$ cat config.mk
export PLATFORM = sky130hd
export DESIGN_NAME = byte_striping_param
export DESIGN_NICKNAME = d
export VERILOG_FILES = /design/src/rtl/striping_pkg.sv /design/src/rtl/striping_next_lane.sv /design/src/rtl/byte_striping_param.sv
export SDC_FILE = /design/constraint.sdc
export NUM_CORES = 1
export LEC_CHECK = 0
export CORE_ASPECT_RATIO = 0.8
export CORE_MARGIN = 2
export CORE_UTILIZATION = 54
export DETAILED_ROUTE_END_ITERATION = 8
export GPL_ROUTABILITY_DRIVEN = 0
export PLACE_DENSITY = 0.8
export SETUP_SLACK_MARGIN = 0.3
export SLEW_MARGIN = 20
export SYNTH_ARGS = -nofsm -noshare
export SYNTH_HDL_FRONTEND = slang
export SYNTH_HIERARCHICAL = 1
export SYNTH_SLANG_ARGS = --single-unit
$ cat constraint.sdc
create_clock -name clk1Mhz -period 3.7 [get_ports clk1Mhz]
set_input_delay 0.74 -clock clk1Mhz [delete_from_list [all_inputs] [get_ports clk1Mhz]]
set_output_delay 0.74 -clock clk1Mhz [all_outputs]
set_load 0.005 [all_outputs]
$ cat src/rtl/striping_pkg.sv
`default_nettype none
// ============================================================================
//  Module      : striping_pkg
//  Description : Shared defaults, lane-index width and lane-index type for
//                the byte striping block.
//  Revision    : 1.0 - initial release
// ============================================================================
package striping_pkg;

    localparam int c_LANES_DEFAULT = 4;
    localparam int c_WIDTH_DEFAULT = 8;

    // Sized for the largest supported lane count so one type serves all builds
    localparam int c_LANES_MAX = 8;
    localparam int c_IDX_W     = $clog2(c_LANES_MAX);

    typedef logic [c_IDX_W-1:0] lane_idx_t;

endpackage : striping_pkg
`default_nettype wire

$ cat src/rtl/striping_next_lane.sv
`default_nettype none
// ============================================================================
//  Module      : striping_next_lane
//  Description : Combinational lane walker. From a lane mask and the current
//                lane it finds the next higher enabled lane, whether the
//                current lane is the last enabled one, and the lowest
//                enabled lane.
//  Revision    : 1.0 - initial release
// ============================================================================
module striping_next_lane
    import striping_pkg::*;
#(
    parameter int LANES = c_LANES_DEFAULT
) (
    input  logic [LANES-1:0] i_mask,
    input  lane_idx_t        i_cur,
    output lane_idx_t        o_next,
    output logic             o_is_last,
    output lane_idx_t        o_lowest
);

    // Lowest set bit; scanning downward lets the smallest index win.
    // Kept separate from the walk below because the walk's current lane
    // may itself be derived from this result.
    always_comb begin
        o_lowest = '0;
        for (int i = LANES - 1; i >= 0; i--) begin
            if (i_mask[i]) begin
                o_lowest = lane_idx_t'(i);
            end
        end
    end

    // Nearest enabled lane above the current one; none means current is last
    always_comb begin
        o_next    = i_cur;
        o_is_last = 1'b1;
        for (int i = LANES - 1; i >= 0; i--) begin
            if (i_mask[i] && (i > int'(i_cur))) begin
                o_next    = lane_idx_t'(i);
                o_is_last = 1'b0;
            end
        end
    end

endmodule : striping_next_lane
`default_nettype wire

$ cat src/rtl/byte_striping_param.sv
`default_nettype none
// ============================================================================
//  Module      : byte_striping_param
//  Description : Collects input words into a group spread across the enabled
//                lanes, then presents the group with a valid/ready handshake.
//                A new group can be collected while the previous one waits;
//                only the completing word stalls.
//                Optional: define BYTE_STRIPING_PARITY_EN to add the per-lane
//                even-parity output stripedPAR.
//  Revision    : 1.0 - initial release
// ============================================================================
module byte_striping_param
    import striping_pkg::*;
#(
    parameter int LANES = c_LANES_DEFAULT,
    parameter int WIDTH = c_WIDTH_DEFAULT
) (
    input  logic                     clk1Mhz,
    input  logic                     reset,
    input  logic [WIDTH-1:0]         byteStripingIN,
    input  logic                     byteStripingINVLD,
    output logic                     byteStripingRDY,
    input  logic [LANES-1:0]         laneEN,
    output logic [LANES*WIDTH-1:0]   stripedLanes,
    output logic [LANES-1:0]         stripedMask,
`ifdef BYTE_STRIPING_PARITY_EN
    output logic [LANES-1:0]         stripedPAR,
`endif
    output logic                     stripedVLD,
    input  logic                     stripedRDY,
    output logic [$clog2(LANES)-1:0] laneIdx
);

    localparam int c_OUT_IDX_W = $clog2(LANES);

    logic [LANES-1:0]       r_mask;
    logic [LANES*WIDTH-1:0] r_buf;
    lane_idx_t              r_idx;
    logic                   r_partial;
    logic [LANES*WIDTH-1:0] r_lanes;
    logic [LANES-1:0]       r_omask;
    logic                   r_vld;

    lane_idx_t              w_idx;
    lane_idx_t              w_next;
    lane_idx_t              w_lowest;
    logic                   w_is_last;
    logic                   w_rdy;
    logic                   w_accept;
    logic [LANES*WIDTH-1:0] w_filled;
    logic [LANES*WIDTH-1:0] w_group;

    striping_next_lane #(
        .LANES (LANES)
    ) u_next_lane (
        .i_mask    (r_mask),
        .i_cur     (w_idx),
        .o_next    (w_next),
        .o_is_last (w_is_last),
        .o_lowest  (w_lowest)
    );

    // An empty buffer always starts at the lowest enabled lane
    assign w_idx = r_partial ? r_idx : w_lowest;

    // Ready depends only on registered state, never on stripedRDY
    assign w_rdy    = (r_mask != '0) && !(r_vld && w_is_last);
    assign w_accept = byteStripingINVLD && w_rdy;

    // Buffer with this cycle's word written into its lane
    always_comb begin
        w_filled = r_buf;
        if (w_accept) begin
            w_filled[int'(w_idx)*WIDTH +: WIDTH] = byteStripingIN;
        end
    end

    // Completed group with disabled lanes forced to zero
    always_comb begin
        w_group = '0;
        for (int i = 0; i < LANES; i++) begin
            if (r_mask[i]) begin
                w_group[i*WIDTH +: WIDTH] = w_filled[i*WIDTH +: WIDTH];
            end
        end
    end

`ifdef BYTE_STRIPING_PARITY_EN
    logic [LANES-1:0] r_par;
    logic [LANES-1:0] w_par;

    // Disabled lanes are already zero in w_group, so their parity is zero
    always_comb begin
        w_par = '0;
        for (int i = 0; i < LANES; i++) begin
            w_par[i] = ^w_group[i*WIDTH +: WIDTH];
        end
    end

    // Parity registers alongside the lane data
    always_ff @(posedge clk1Mhz) begin
        if (reset) begin
            r_par <= '0;
        end else if (w_accept && w_is_last) begin
            r_par <= w_par;
        end
    end

    assign stripedPAR = r_par;
`endif

    // Collection, group hand-off and output handshake
    always_ff @(posedge clk1Mhz) begin
        if (reset) begin
            r_mask    <= '0;
            r_buf     <= '0;
            r_idx     <= '0;
            r_partial <= 1'b0;
            r_lanes   <= '0;
            r_omask   <= '0;
            r_vld     <= 1'b0;
        end else begin
            if (r_vld && stripedRDY) begin
                r_vld <= 1'b0;
            end
            if (w_accept) begin
                if (w_is_last) begin
                    // Completion only happens with the output slot free
                    r_lanes   <= w_group;
                    r_omask   <= r_mask;
                    r_vld     <= 1'b1;
                    r_buf     <= '0;
                    r_idx     <= '0;
                    r_partial <= 1'b0;
                    r_mask    <= laneEN;
                end else begin
                    r_buf     <= w_filled;
                    r_idx     <= w_next;
                    r_partial <= 1'b1;
                end
            end else if (!r_partial) begin
                // Mask tracks laneEN only while no group is in progress
                r_mask <= laneEN;
            end
        end
    end

    assign byteStripingRDY = w_rdy;
    assign stripedLanes    = r_lanes;
    assign stripedMask     = r_omask;
    assign stripedVLD      = r_vld;
    assign laneIdx         = w_idx[c_OUT_IDX_W-1:0];

endmodule : byte_striping_param
`default_nettype wire
==> results of run 1 <==
-- per-layer routing --
| metal | part of all wire, % | routed length (um) | vias up |
|---|---|---|---|
| li1 | - | - | 1515 |
| met1 | 48 | 4450 | 1518 |
| met5 | 0 | 0 | - |
| met2 | 42 | 3870 | 171 |
| met3 | 8.5 | 784 | 11 |
| met4 | 1.1 | 103 | 0 |
-- power groups by stage --
stage / clock [uW] / combinational (uW) / sequential, uW
3_5_place_dp: 0 / 316 / 879
4_1_cts: 702 / 322 / 860
3_3_place_gp: 0 / 310 / 877
2_1_floorplan: 0 / 226 / 872
6_report: 691 / 341 / 861
5_1_grt: 732 / 367 / 863
-- metrics by stage --
step           cell area (um2)  setup WS [ps]
2_1_floorplan             3580            960
3_3_place_gp              4160            649
3_5_place_dp              4170            507
4_1_cts                   4400            390
5_1_grt                   4440            290
6_report                  4440            450
-- registers in the layout (all words and copies together), names as in the netlist --
signal	flops
r_buf	32
r_mask	4
stripedLanes	32
r_partial	1
stripedMask	4
stripedVLD	1
r_idx	3
-- worst reg2reg max path: cells and delay by family (launching register included) --
kind                   cells  cell delay (ps)
AO/OA/AOI/OAI              3              620
multiplexers               1              110
flip-flops                 1              560
AND/OR/NAND/NOR            5             1420
buffers and inverters      3              400
-- final cells by class --
type                            count  area [um2]
Multi-Input combinational cell    280        1900
Tap cell                           84         105
Inverter                            8        32.5
Timing Repair Buffer               67         641
Clock buffer                       11         141
Sequential cell                    77        1550
Fill cell                         501        1970
Clock inverter                      4        72.6
-- repair_timing --
action                     in CTS  in global routing
setup endpoints to repair       1                  1
pin swaps                       0                  1
resized for setup               2                  4
hold endpoints to repair        0                  0
hold buffers                    0                  0
cloned                          0                  0
setup buffers                   1                  3
-- layout by cell type (no fill, tap or decap), types with 3 or more instances in the layout --
cell type / count
dfxtp_1: 75
clkdlybuf4s50_1: 55
nand2_1: 52
mux2i_1: 42
o2bb2ai_1: 32
a31oi_1: 22
nand3_1: 21
nand2b_1: 17
a21oi_1: 16
nor2_1: 14
nor3b_1: 13
nor2b_1: 12
buf_4: 12
o21ai_0: 10
clkbuf_8: 10
inv_1: 7
nor4_1: 3
-- logic make-up after synthesis --
kind of cell / after synthesis
adder cells (fa/ha/maj): 2
AO/OA/AOI/OAI: 90
other: 1
buffers and inverters: 39
AND/OR/NAND/NOR: 143
flip-flops: 77
multiplexers: 44
-- final timing paths --
check	start	to	slack [ps]	depth (start not counted)
setup reg to reg	r_mask[1]$_SDFFE_PP0P_	stripedLanes[22]$_SDFFE_PP0P_	510	12
hold reg to reg	stripedLanes[25]$_SDFFE_PP0P_	stripedLanes[25]$_SDFFE_PP0P_	470	1
hold / removal	stripedLanes[25]$_SDFFE_PP0P_	stripedLanes[25]$_SDFFE_PP0P_	470	1
setup / recovery	r_mask[2]$_SDFFE_PP0P_	byteStripingRDY	450	10
==> flow_summary.toml, run 1 <==
[detailed_routing]
drt_iter0_drc = 291
wirelength_mm = 9.21
viasPerCell = 6.05
ant_nets = 0
via_count = 3215
post-route-drc-count = 0
wl_per_cell_um = 17.3
firstDrtPassIters = 5

[power]
power.total_uw = 1890
worst_ir_drop_vdd_mv = 0.241
p_per_area_mw_per_mm2 = 426
p_sw_uw = 524
pwr-share-comb_pct = 18.0
p_int_uw = 1370
clock_power_share_pct = 36.5
seq_power_share_pct = 45.5
p_leak_uw = 0.00154
p_sw_share_pct = 27.7

[sta]
hold_violations = 0
fin_crit_ps = 3250
slew_viol_final = 0
setup_viol = 0
max_freq_mhz = 308
slew_headroom_pct = 42.2
fin_crit_sh_pct = 87.8
fin_skew_ps = 5.86
rsz0062_at_grt = "false"
whs_ps = 467
worst_pin_slew_ps = 865
fin_tns_setup_ps = 0

[clock_network]
htreeDepth = 3
cts_tree = "built"
clock-sinks = 77
cts_buffers = 9
worstSkewPairLatency_ps = 350
clk_pin_slew_ps = 70
clockRootBuffer = "clkbuf_8"
cts_buffer_depth = 2

[grt]
grt.met3_usage_pct = 5.60
use_met2_pct = 36.8
grt.busiest_layer = "met1"
gr-total-overflow = 0
grt_pass1_wl_mm = 15.1
grtUsageTotal_pct = 26.6
grt_max_degree = 51
grt_pass1_vias = 2985
grt_antenna_before_repair = 0
grt_util_met1_pct = 40.4

[logic_synthesis]
synth-seq-cells = 77
async_flop_share_pct = 0
syn_inst = 396
syn_nets = 414
yosysSeqAreaShare_pct = 43.0
synthSimpleGateAreaFrac_pct = 20.7
synth_xor_xnor_area_share_pct = 0
yosysMostFrequentCell = "dfxtp_1"
yosys_warnings = 6
synth_cell_types = 42
avgSynthCellArea_um2 = 9.05
ys_top_cells_by_count = "77 x dfxtp_1, 52 x nand2_1, 42 x mux2i_1"
synth.top_cells.by_area = "dfxtp_1 43%, mux2i_1 12%, o2bb2ai_1 7.8%, nand2_1 5.4%, a31oi_1 3.8%"
synth_edf_count = 0
synth_area_leader_cell = "dfxtp_1"
synth_compound_area_share_pct = 17.6
synth_ff_type = "dfxtp_1"
netlist.area_leader.share_pct = 43.0
synth_top_family_by_area = "simple AND/OR/NAND/NOR gates"
synth_mux_area_share_pct = 12.7
synth_area_mm2 = 0.00358
synth_fa_ha_area_share_pct = 0.699

[place]
dp_cells = 512
hpwlAfterDp_mm = 6.14
io_buffers = 55

[cells_and_area]
fin_util_pct = 69.3
finalNonFillerCells = 531
area_growth_syn_to_layout_pct = 24.0
diodes = 0
drive_above_1_share_pct = 8.95
nNetsFinal = 461

[setup_path]
worst_ep_arrival_time_ps = 2510
path_class = "reg2out"
start_kind = "flop"
critPathRequiredTime_ps = 2960
cp_slowest_stage_delay_ps = 500
path_cells = "inv_1, a21oi_1, nor2_1, mux2i_4, inv_4, o21ai_0, o211ai_1, and2_4, nor2_1, clkdlybuf4s50_1"
cp_slowest_cell = "clkdlybuf4s50_1"
crit_buf_inv = 3
cpLargestDelayFamily = "buffers and inverters"
cp-end-kind = "output port"
cp_common_cell = "nor2_1"
critPathMaxFanout = 7

[floorplanning]
core_mm2 = 0.00641
chipHeight_um = 76.9
die_w_um = 95.1
die-area_mm2 = 0.00731
start_util_pct = 55.9
rows = 26
num_io_pins = 56

[min_path]
hold_class = "reg2reg"

[job]
drv_cap = 0

[status]
status = "finished clean"
No activity file was read; power rests on OpenSTA's default activity.
==> run 2: changes to the inputs <==
--- a/config.mk
+++ b/config.mk
@@ -7,10 +7,11 @@
 export LEC_CHECK = 0
 export CORE_ASPECT_RATIO = 0.8
 export CORE_MARGIN = 2
-export CORE_UTILIZATION = 54
+export CORE_UTILIZATION = 50
+export CTS_BUF_LIST = sky130_fd_sc_hd__clkbuf_2 sky130_fd_sc_hd__clkbuf_4 sky130_fd_sc_hd__clkbuf_8
 export DETAILED_ROUTE_END_ITERATION = 8
 export GPL_ROUTABILITY_DRIVEN = 0
-export PLACE_DENSITY = 0.8
+export PLACE_DENSITY = 0.75
 export SETUP_SLACK_MARGIN = 0.3
 export SLEW_MARGIN = 20
 export SYNTH_ARGS = -nofsm -noshare
==> run 2 against run 1 <==
  * Register-to-register slack improved by 100 ps
  * Total power decreased by 6.5%
  * Cell count increased by 0.75%
  * Non-clock buffer count increased by 1
  * Core utilization decreased by 5.7 points
  * Sequential cell count unchanged
  * Via count decreased by 5.4%
==> flow_summary.toml, run 2 (same netlist as run 1, synthesis figures left out) <==
[status]
status = "finished clean"

[setup_path]
cpLargestDelayFamily = "buffers and inverters"
path_cells = "a21oi_1, nor2_1, mux2i_4, inv_4, nor2b_2, o211ai_1, and2_4, nor2_1, clkdlybuf4s50_1"
cp_slowest_stage_delay_ps = 550
crit_end = "byteStripingRDY"
cp-end-kind = "output port"
reg2reg_to = "stripedLanes[21]$_SDFFE_PP0P_"
worst_ep_arrival_time_ps = 2500
start_kind = "flop"
startpoint = "r_mask[1]$_SDFFE_PP0P_"
critPathRequiredTime_ps = 2960
reg2reg_from = "r_mask[1]$_SDFFE_PP0P_"
path_class = "reg2out"
crit_buf_inv = 2
rrSetupSlack_ps = 610
path_depth = 9
cp_slowest_cell = "dfxtp_1"
critPathMaxFanout = 9
cp_common_cell = "nor2_1"
reg2regPathDepth = 12

[detailed_routing]
firstDrtPassIters = 4
wirelength_mm = 9.07
viasPerCell = 5.68
ant_nets = 0
post-route-drc-count = 0
drt_iter0_drc = 211
wl_per_cell_um = 17.0
via_count = 3040

[clock_network]
cts_buffers = 9
clk_pin_slew_ps = 80
htreeDepth = 3
cts_buffer_depth = 2
clockRootBuffer = "clkbuf_8"
ctsHoldBuffers = 0
worstSkewPairLatency_ps = 350
cts_tree = "built"
clock-sinks = 77

[floorplanning]
num_io_pins = 56
start_util_pct = 51.7
rows = 27
die_w_um = 98.6
core_mm2 = 0.00693
die-area_mm2 = 0.00786
chipHeight_um = 79.7

[sta]
hold_violations = 0
worst_pin_slew_ps = 776
max_freq_mhz = 308
whs_ps = 464
fin_crit_ps = 3240
slew_headroom_pct = 48.2
fin_skew_ps = 5.39
slew_viol_final = 0
setup_viol = 0
fin_crit_sh_pct = 87.6
fin_tns_setup_ps = 0
rsz0062_at_grt = "false"

[job]
drv_cap = 0

[power]
p_per_area_mw_per_mm2 = 402
power.total_uw = 1770
worst_ir_drop_vdd_mv = 0.191
p_leak_uw = 0.00153

[cells_and_area]
area_growth_syn_to_layout_pct = 22.9
fillers = 572
nNetsFinal = 462
final_area_mm2 = 0.00440
drive_above_1_share_pct = 9.38
final_cell_mix = "75 x dfxtp_1, 55 x clkdlybuf4s50_1, 52 x nand2_1"
diodes = 0
fin_util_pct = 63.6
layout_commonest_cell = "dfxtp_1"

[grt]
grt_pass1_wl_mm = 14.5
grt_pass1_vias = 2789
gr-total-overflow = 0
use_met2_pct = 31.8
grt_antenna_before_repair = 0
grtUsageTotal_pct = 23.4
grt.met3_usage_pct = 5.87
grt_util_met1_pct = 36.2
grt.busiest_layer = "met1"
grt_max_degree = 42

[place]
io_buffers = 55
hpwlAfterDp_mm = 6.03
place_area_mm2 = 0.00418

[min_path]
hold_class = "reg2reg"
[run 2: worst min path at each step]
stage               cells after the start  slack [ps]                            end                          start
floorplan                               2         440         r_buf[21]$_SDFFE_PP0P_         r_buf[21]$_SDFFE_PP0P_
global placement                        1         450  stripedLanes[31]$_SDFFE_PP0P_  stripedLanes[31]$_SDFFE_PP0P_
detailed placement                      1         450  stripedLanes[17]$_SDFFE_PP0P_  stripedLanes[17]$_SDFFE_PP0P_
CTS                                     1         470  stripedLanes[25]$_SDFFE_PP0P_  stripedLanes[25]$_SDFFE_PP0P_
global route                            1         480  stripedLanes[30]$_SDFFE_PP0P_  stripedLanes[30]$_SDFFE_PP0P_
finish                                  1         460  stripedLanes[25]$_SDFFE_PP0P_  stripedLanes[25]$_SDFFE_PP0P_
[run 2: timing repair]
| item | CTS | global route |
|---|---|---|
| endpoints found under the hold margin | 0 | 0 |
| endpoints found under the setup margin | 1 | 5 |
| resized for setup | 1 | 4 |
| pin swaps | 0 | 1 |
| buffers inserted | 1 | 3 |
[run 2: layout make-up]
type	instances	area [um2]	area share [%]
multi-input cells	280	1900	43.1
inverters	8	32.5	0.739
clock inverters	4	25.0	0.569
clock buffers	11	145	3.30
repair buffers	68	648	14.7
well taps	87	109	2.47
flip-flops and latches	77	1550	35.1
[run 2: worst reg2reg max path, cell delays in order, from the launching register on]
cell       delay (ps)
dfxtp_1           550
a21oi_1            80
nor2_1            210
mux2i_4           120
inv_4             120
nor2b_2            50
o211ai_1          300
buf_4             180
buf_4             250
nand2b_1          110
nor3b_1           470
nand2_1           360
o2bb2ai_1         230
[run 2: metrics by stage]
step | std cells | setup slack (ps)
floorplan | 396 | 960
global placement | 516 | 573
CTS | 532 | 302
global route | 535 | 281
finish | 535 | 458
detailed placement | 516 | 582
[run 2: power breakdown]
part	total (uW)	switching, uW	internal, uW
combinational	342	204	138
clock	568	305	263
sequential	861	19.4	842
total	1770	528	1240
[run 2: per-layer routing]
layer  share of wire (%)  vias to the layer above  wire length, um
met1                  53                     1397             4810
li1                    -                     1510                -
met4                 1.7                        0              155
met5                   0                        -                0
met3                 6.7                       11              609
met2                  39                      122             3500
